===== src/rtl/hough_pkg.sv =====
// Shared types for the Hough front-end geometry logic.
package hough_pkg;

    typedef enum logic [1:0] {
        ST_IDLE,
        ST_TRACK,
        ST_LOCKED
    } geom_state_e;

    localparam int unsigned MATCH_W = 8;

endpackage


===== src/rtl/sat_counter.sv =====
// Saturating up-counter with synchronous clear; clear wins over increment.
module sat_counter #(
    parameter int unsigned W = 12
) (
    input  logic         Clk,
    input  logic         nReset,
    input  logic         inc,
    input  logic         clr,
    output logic [W-1:0] q,
    output logic         sat
);

    localparam logic [W-1:0] MAX_VAL = '1;

    logic [W-1:0] r_q;

    always_ff @(posedge Clk or negedge nReset) begin
        if (!nReset) begin
            r_q <= '0;
        end else if (clr) begin
            r_q <= '0;
        end else if (inc && (r_q != MAX_VAL)) begin
            r_q <= r_q + W'(1);
        end
    end

    assign q   = r_q;
    assign sat = (r_q == MAX_VAL);

endmodule


===== src/rtl/line_geometry.sv =====
// Stream geometry monitor: measures line width with a lock state machine
// and frame height between frame-end strobes.
module line_geometry
    import hough_pkg::*;
#(
    parameter int unsigned CNT_W      = 12,
    parameter int unsigned LOCK_LINES = 4
) (
    input  logic             Clk,
    input  logic             nReset,
    input  logic             Clear,
    input  logic             Valid,
    input  logic             Line,
    input  logic             Frame,
    output logic [CNT_W-1:0] Width,
    output logic             Locked,
    output logic             Mismatch,
    output logic [CNT_W-1:0] Height,
    output logic             HValid,
    output logic             Overflow
);

    localparam logic [CNT_W-1:0]   MAX_VAL    = '1;
    localparam logic [MATCH_W-1:0] MATCH_LOCK = MATCH_W'(LOCK_LINES - 1);

    logic               w_line_ev;
    logic               w_frame_ev;
    logic [CNT_W-1:0]   w_pcnt;
    logic               w_psat;
    logic [CNT_W-1:0]   w_lcnt;
    logic               w_lsat;
    logic [CNT_W-1:0]   w_meas;
    logic [CNT_W-1:0]   w_height;

    geom_state_e        r_state,    w_state_nxt;
    logic [CNT_W-1:0]   r_cand,     w_cand_nxt;
    logic [MATCH_W-1:0] r_match,    w_match_nxt;
    logic [CNT_W-1:0]   r_width,    w_width_nxt;
    logic               r_locked,   w_locked_nxt;
    logic               r_mismatch, w_mismatch_nxt;
    logic [CNT_W-1:0]   r_height,   w_height_nxt;
    logic               r_hvalid,   w_hvalid_nxt;
    logic               r_overflow, w_overflow_nxt;
    logic               r_armed,    w_armed_nxt;

    assign w_line_ev  = Valid & Line;
    assign w_frame_ev = w_line_ev & Frame;

    sat_counter #(.W(CNT_W)) u_pcnt (
        .Clk    (Clk),
        .nReset (nReset),
        .inc    (Valid & ~Line),
        .clr    (Clear | w_line_ev),
        .q      (w_pcnt),
        .sat    (w_psat)
    );

    sat_counter #(.W(CNT_W)) u_lcnt (
        .Clk    (Clk),
        .nReset (nReset),
        .inc    (w_line_ev & ~Frame),
        .clr    (Clear | w_frame_ev),
        .q      (w_lcnt),
        .sat    (w_lsat)
    );

    // The line-end beat itself is counted, hence the +1 on both measurements.
    assign w_meas   = w_psat ? MAX_VAL : (w_pcnt + CNT_W'(1));
    assign w_height = w_lsat ? MAX_VAL : (w_lcnt + CNT_W'(1));

    always_comb begin
        w_state_nxt    = r_state;
        w_cand_nxt     = r_cand;
        w_match_nxt    = r_match;
        w_width_nxt    = r_width;
        w_locked_nxt   = r_locked;
        w_mismatch_nxt = 1'b0;
        w_height_nxt   = r_height;
        w_hvalid_nxt   = r_hvalid;
        w_armed_nxt    = r_armed;
        w_overflow_nxt = r_overflow | (Valid & w_psat)
                       | (w_line_ev & ~Frame & w_lsat)
                       | (w_frame_ev & r_armed & w_lsat);

        case (r_state)
            ST_IDLE: begin
                // First line after reset is partial; drop it.
                if (w_line_ev) begin
                    w_state_nxt = ST_TRACK;
                    w_match_nxt = '0;
                end
            end
            ST_TRACK: begin
                if (w_line_ev) begin
                    if ((r_match == '0) || (w_meas != r_cand)) begin
                        w_cand_nxt  = w_meas;
                        w_match_nxt = MATCH_W'(1);
                    end else if (r_match == MATCH_LOCK) begin
                        w_state_nxt  = ST_LOCKED;
                        w_width_nxt  = r_cand;
                        w_locked_nxt = 1'b1;
                    end else begin
                        w_match_nxt = r_match + MATCH_W'(1);
                    end
                end
            end
            ST_LOCKED: begin
                if (w_line_ev && (w_meas != r_width)) begin
                    w_state_nxt    = ST_TRACK;
                    w_cand_nxt     = w_meas;
                    w_match_nxt    = MATCH_W'(1);
                    w_locked_nxt   = 1'b0;
                    w_mismatch_nxt = 1'b1;
                end
            end
            default: begin
                w_state_nxt = ST_IDLE;
            end
        endcase

        if (w_frame_ev) begin
            w_armed_nxt = 1'b1;
            if (r_armed) begin
                w_height_nxt = w_height;
                w_hvalid_nxt = 1'b1;
            end
        end
    end

    always_ff @(posedge Clk or negedge nReset) begin
        if (!nReset) begin
            r_state    <= ST_IDLE;
            r_cand     <= '0;
            r_match    <= '0;
            r_width    <= '0;
            r_locked   <= 1'b0;
            r_mismatch <= 1'b0;
            r_height   <= '0;
            r_hvalid   <= 1'b0;
            r_overflow <= 1'b0;
            r_armed    <= 1'b0;
        end else if (Clear) begin
            r_state    <= ST_IDLE;
            r_cand     <= '0;
            r_match    <= '0;
            r_width    <= '0;
            r_locked   <= 1'b0;
            r_mismatch <= 1'b0;
            r_height   <= '0;
            r_hvalid   <= 1'b0;
            r_overflow <= 1'b0;
            r_armed    <= 1'b0;
        end else begin
            r_state    <= w_state_nxt;
            r_cand     <= w_cand_nxt;
            r_match    <= w_match_nxt;
            r_width    <= w_width_nxt;
            r_locked   <= w_locked_nxt;
            r_mismatch <= w_mismatch_nxt;
            r_height   <= w_height_nxt;
            r_hvalid   <= w_hvalid_nxt;
            r_overflow <= w_overflow_nxt;
            r_armed    <= w_armed_nxt;
        end
    end

    assign Width    = r_width;
    assign Locked   = r_locked;
    assign Mismatch = r_mismatch;
    assign Height   = r_height;
    assign HValid   = r_hvalid;
    assign Overflow = r_overflow;

endmodule


===== config.mk =====
export PLATFORM = sky130hd
export DESIGN_NAME = line_geometry
export DESIGN_NICKNAME = d
export VERILOG_FILES = /design/src/rtl/hough_pkg.sv /design/src/rtl/sat_counter.sv /design/src/rtl/line_geometry.sv
export SDC_FILE = /design/constraint.sdc
export NUM_CORES = 1
export LEC_CHECK = 0
export ABC_AREA = 1
export ABC_CLOCK_PERIOD_IN_PS = 3330
export CORE_ASPECT_RATIO = 1.25
export CORE_MARGIN = 2
export CORE_UTILIZATION = 30
export CTS_BUF_LIST = sky130_fd_sc_hd__clkbuf_16
export CTS_CLUSTER_DIAMETER = 60
export DETAILED_ROUTE_END_ITERATION = 7
export PLACE_DENSITY = 0.46
export RECOVER_POWER = 100
export SYNTH_ARGS = -nofsm -noshare
export SYNTH_HDL_FRONTEND = slang
export SYNTH_SLANG_ARGS = --single-unit

===== constraint.sdc =====
create_clock -name Clk -period 3.33 [get_ports Clk]
set_clock_uncertainty 0.2 [all_clocks]
set_input_delay 0.666 -clock Clk [delete_from_list [all_inputs] [get_ports Clk]]
set_output_delay 0.666 -clock Clk [all_outputs]
set_load 0.01 [all_outputs]

Word-level counts from Yosys, hierarchy flattened. Cells that the tools add are included. W data, S select, Z words.

Multiplexer cells: 48. Equal/unequal tests: 17. $add $sub $neg: 3. Bitwise operators: 15. Reduce and logical (&&, ||, !) cells: 21.

Operator list (number): $mux W12 (18); $mux W8 (6); $add A12 B1 Y12 const B (2); $eq A12 B12 Y1 const B (2); $ne A12 B12 Y1 (2); $ne A12 B12 Y1 const B (2); $pmux W12 S2 (1); $pmux W8 S3 (1); $ne A3 B3 Y1 const B (6); $reduce_and A5 Y1 (3); $mux W1 (14); $reduce_bool A2 Y1 (7); $mux W2 (6); $add A8 B1 Y8 const B (1); $and A1 B1 Y1 (8); $eq A8 B2 Y1 const B (1); $logic_not A8 Y1 (1); $reduce_and A4 Y1 (2); $pmux W2 S3 (1); $or A1 B1 Y1 (5); $ne A4 B4 Y1 const B (1); $reduce_bool A4 Y1 (1); $logic_and A1 B1 Y1 (3); $reduce_bool A3 Y1 (1); other kinds (8) (9).

Input port bits: 6. Flip-flop bits (word level): 75.

Depth between registers and ports, before layout.
Word-level depth: 8. Depth in mapped cells: 18. Depth with buffers taken out: 18.

Cells and area by module. From an unflattened synthesis, not the netlist that was laid out.

Cell total of the unflattened synthesis: 767. Area, all modules: 5352.6 um2.

Modules (own cells, without submodules): line_geometry (cells an instance 539, times used 1, seq. area each 1276.2 um2, area an instance 3706.1 um2); sat_counter (cells an instance 114, times used 2, seq. area each 300.3 um2, area an instance 823.3 um2).

Worst setup path after synthesis. Ideal clock, no wire load.

Kind: reg2reg. Start point: reg u_pcnt.r_q[0], in the netlist u_pcnt.q[0]. End point: reg r_cand[1]. Stages on the path, launching flop included: 17. Path slack: 0.883 ns. Period minus slack after synthesis: 2.447 ns. Library setup time: 0.121 ns. Data arrival time: 2.126 ns. Path through: dfrtp_1 > ha_1 > nand2_2 > nor2_4 > nand3_4 > buf_6 > nand2_4 > nand2_2 > nand2_2 > nand2_1 > nor2_2 > nand2_2 > nor2_4 > nand3_2 > nand3_4 > buf_6 > o21ai_1.

Longest elaborated chain between the ends: 6.

Ends and longest elaborated chain: start: declaration (line sat_counter.sv:15) `logic [W-1:0] r_q;`; start signal: assignment (line sat_counter.sv:23) `r_q <= r_q + W'(1);`; $add A12 B1 Y12 / $eq A12 B12 Y1 (equally long branches) (line line_geometry.sv:68, sat_counter.sv:28); $mux W12 * (line line_geometry.sv:68) `assign w_meas = w_psat ? MAX_VAL : (w_pcnt + CNT_W'(1));`; $ne A12 B12 Y1, or another cell as far along (line line_geometry.sv:95) `if ((r_match == '0) || (w_meas != r_cand)) begin`; $logic_or A1 B1 Y1, or another cell as far along (line line_geometry.sv:95); $ne A3 B3 Y1 (no line) / $pmux W12 S2 (equally long branches); $reduce_and A4 Y1 (no line) / $mux W12 (equally long branches); end signal: assignment (line line_geometry.sv:155) `r_cand <= w_cand_nxt;`; end: declaration (line line_geometry.sv:36) `logic [CNT_W-1:0] r_cand, w_cand_nxt;`.

Every way passes the cells marked *; elsewhere a longest branch is shown, timed or not. The select of a mux whose other input is x is not followed. A chain may end at the register's enable or synchronous reset.

Worst setup path in the final report.
Start point: reg u_pcnt.r_q[0], in the netlist u_pcnt.q[0]. End point: reg r_cand[0].

Same word-level chain as after synthesis.

==> results.json <==
{
  "grt_pass1_vias": 3977,
  "numCtsBuffers": 9,
  "p_leak_uw": 0.00246,
  "reg2reg_to": "r_cand[0]",
  "powerDensity_nw_per_um2": 497,
  "wl_um": 12200,
  "crit_type": "register to register",
  "yosysSeqAreaShare_pct": 41.1,
  "insertedDiodeCount": 0,
  "wl_per_cell_um": 14.7,
  "drv_slew": 76,
  "worst_setup_path_start_kind": "register",
  "synth_area_um2": 4560,
  "cp_top_family": "simple AND/OR/NAND/NOR gates",
  "drt_iter0_markers": 233,
  "synth_xor_area_share_pct": 3.26,
  "avgViaCountPerCell": 4.96,
  "seq_area_um2": 1880,
  "fin_ws_ns": 0.372,
  "postCtsHoldBufs": 0,
  "whs_path_depth": 2,
  "critPathArrivalTime_ns": 3.02,
  "yosysUniqueCellTypes": 37,
  "mostFrequentLayoutCells": "nand2_1, inv_1, dfrtp_1",
  "grt_max_degree": 76,
  "rrSetupSlack_ns": 0.37,
  "antenna_found_initial": 0,
  "drc": 0,
  "cts_root_buf": "clkbuf_16",
  "path_clk_slew_ns": 0.06,
  "holdPathEnd": "Overflow",
  "worstReg2RegStart": "u_pcnt.q[0]",
  "start_util_pct": 30.5,
  "drv_cap": 1,
  "max_freq_ghz": 0.338,
  "crit_path_top_delay_cell": "dfrtp_2",
  "place_ws_ns": 0.182,
  "stdcell_area_um2": 5340,
  "synth_top_cell_area_share_pct": 41.1,
  "synth_area_leader_cell": "dfrtp_1",
  "fp.dieW_um": 114,
  "cts_resized": 0,
  "ys_warn_count": 0,
  "synth_compound_area_share_pct": 12.1,
  "rsz0062_at_grt": "no",
  "period_share_pct": 88.8,
  "area_growth_pct": 17.0,
  "placed_area_um2": 5050,
  "synth_area_leaders": "dfrtp_1, nand2_1, inv_1",
  "hold_viol_final": 0,
  "synth_simple_gate_area_share_pct": 32.3,
  "port_buffers": 33,
  "overflow": 0,
  "max_stage_delay_ns": 0.45,
  "clockBufferDepth": 2,
  "cp.required_ns": 3.40,
  "crit_top_cell": "nand2_1",
  "hold_path_class": "register to register",
  "end_kind": "register",
  "synth_nets": 617,
  "peakVddDrop_mv": 0.238,
  "synth_top_family_by_area": "simple AND/OR/NAND/NOR gates",
  "path_buf_inv": 0,
  "die_height_um": 142,
  "ios": 34,
  "setup-tns-final_ns": 0,
  "setup_violations": 0,
  "finalNetCount": 653,
  "coreArea_um2": 15000,
  "cts_tree": "built",
  "r2r_cells": 15,
  "period_needed_ns": 2.96,
  "netlist_instances": 603,
  "vias": 4090,
  "clock_latency_ns": 0.35,
  "drive_gt1_share_pct": 8.86,
  "place.gp.congestion": 0.814,
  "fill_cells": 1616,
  "antenna_left": 0,
  "multi_input_area_um2": 2270,
  "slew_headroom_pct": -31.8,
  "post_cts_buffers": 0,
  "synth-seq-cells": 75,
  "cts.sink_count": 75,
  "violations": "max-capacitance violations, max-slew violations",
  "dieArea_um2": 16200,
  "mostFrequentLayoutCell": "nand2_1",
  "syn_avg_cell_area_um2": 7.57,
  "grt_pass1_wl_um": 19900,
  "drtPass1Iterations": 4,
  "grt_usage_pct": 15.5,
  "hp-start": "Overflow",
  "hpwl_um": 8490,
  "tightest_slew_ns": 1.98,
  "synthMuxAreaShare_pct": 0,
  "path_max_fanout": 18,
  "synthAdderAreaFrac_pct": 2.19,
  "outcome": "finished, violations left",
  "ctsHtreeMaxLevel": 3,
  "rows": 50,
  "crit_chain": "ha_1 > nand2_2 > nor2_4 > nand3_4 > nand2_1 > nand2_1 > nand2_1 > nand2_1 > nor2_1 > nand2_2 > nor2_4 > nand3_1 > nand3_4 > nand2_1 > o21ai_1"
}
## how the worst max path moves through the flow
| stage | end | cells after the start | start | slack, ns |
|---|---|---|---|---|
| final | r_cand[0] | 15 | u_pcnt.q[0] | 0.37 |
| after global routing | r_match[5] | 17 | u_pcnt.q[0] | 0.05 |
| after CTS | r_cand[0] | 16 | u_pcnt.q[0] | 0.15 |
| after detailed placement | r_cand[0] | 16 | u_pcnt.q[0] | 0.18 |
| after global placement | r_cand[2] | 16 | u_pcnt.q[0] | 0.25 |
| after floorplan | r_cand[1] | 16 | u_pcnt.q[0] | 0.88 |
## power by group
group          total (uW)  internal, uW  switching (uW)  leakage [uW]
logic                 639           202             437       0.00129
registers            1040           972            65.1       0.00103
clock network         978           577             401      0.000134
## stage by stage
stage | hold WS (ns) | util (%) | cells | power, uW
3_5_place_dp | 0.300 | 33.7 | 808 | 1700
2_1_floorplan | 0.170 | - | 603 | 1520
6_report | 0.311 | 35.7 | 825 | 2650
4_1_cts | 0.320 | 35.7 | 823 | 2710
3_3_place_gp | 0.291 | 33.7 | 808 | 1690
5_1_grt | 0.329 | 35.7 | 825 | 2830
## registers in the layout, summed over array words and instances (netlist names), 2 cells and up
name	flops
r_state	2
u_lcnt.q	12
Height	12
r_cand	12
Width	12
u_pcnt.q	12
r_match	8
## cell families after synthesis
logic type,Yosys count
and+or+nand+nor,314
xor gates and xnor gates,17
adders and majority gates,8
AOI/OAI and AO/OA,93
buffers and inverters,96
DFF,75
## worst register-to-register path, stage by stage (launching register included)
cell     delay (ns)
dfrtp_2        0.45
ha_1           0.22
nand2_2        0.10
nor2_4         0.22
nand3_4        0.27
nand2_1        0.24
nand2_1        0.07
nand2_1        0.08
nand2_1        0.06
nor2_1         0.12
nand2_2        0.08
nor2_4         0.12
nand3_1        0.22
nand3_4        0.25
nand2_1        0.10
o21ai_1        0.09
## cell type report
cell class	count	share of cell area, %
Timing Repair Buffer	38	6.80
Multi-Input combinational cell	434	42.6
Tap cell	182	4.27
Inverter	81	5.69
Clock buffer	9	4.22
Sequential cell	75	35.2
Clock inverter	6	1.24
## cells in the mapped netlist, drive strengths merged
library cell	instances
nand3	59
clkinv	1
nand4	18
nor4	3
buf	7
o21a	1
o21ai	46
clkbuf	8
nor2	53
a31oi	2
ha	8
o31ai	2
o21bai	8
a21oi	17
nor3	6
xnor2	6
o22ai	16
nand3b	4
dfrtp	75
a211oi	1
inv	80
xor2	11
nand2	171
## metal layers
layer / GRT usage (%) / vias up / wire (um)
li1: - / 2047 / -
met1: 20.1 / 1950 / 5690
met2: 25.0 / 75 / 5670
met3: 3.20 / 18 / 487
met4: 6.87 / 0 / 308
met5: 0 / - / 0
Note: power is estimated with default switching activity, not from simulation.
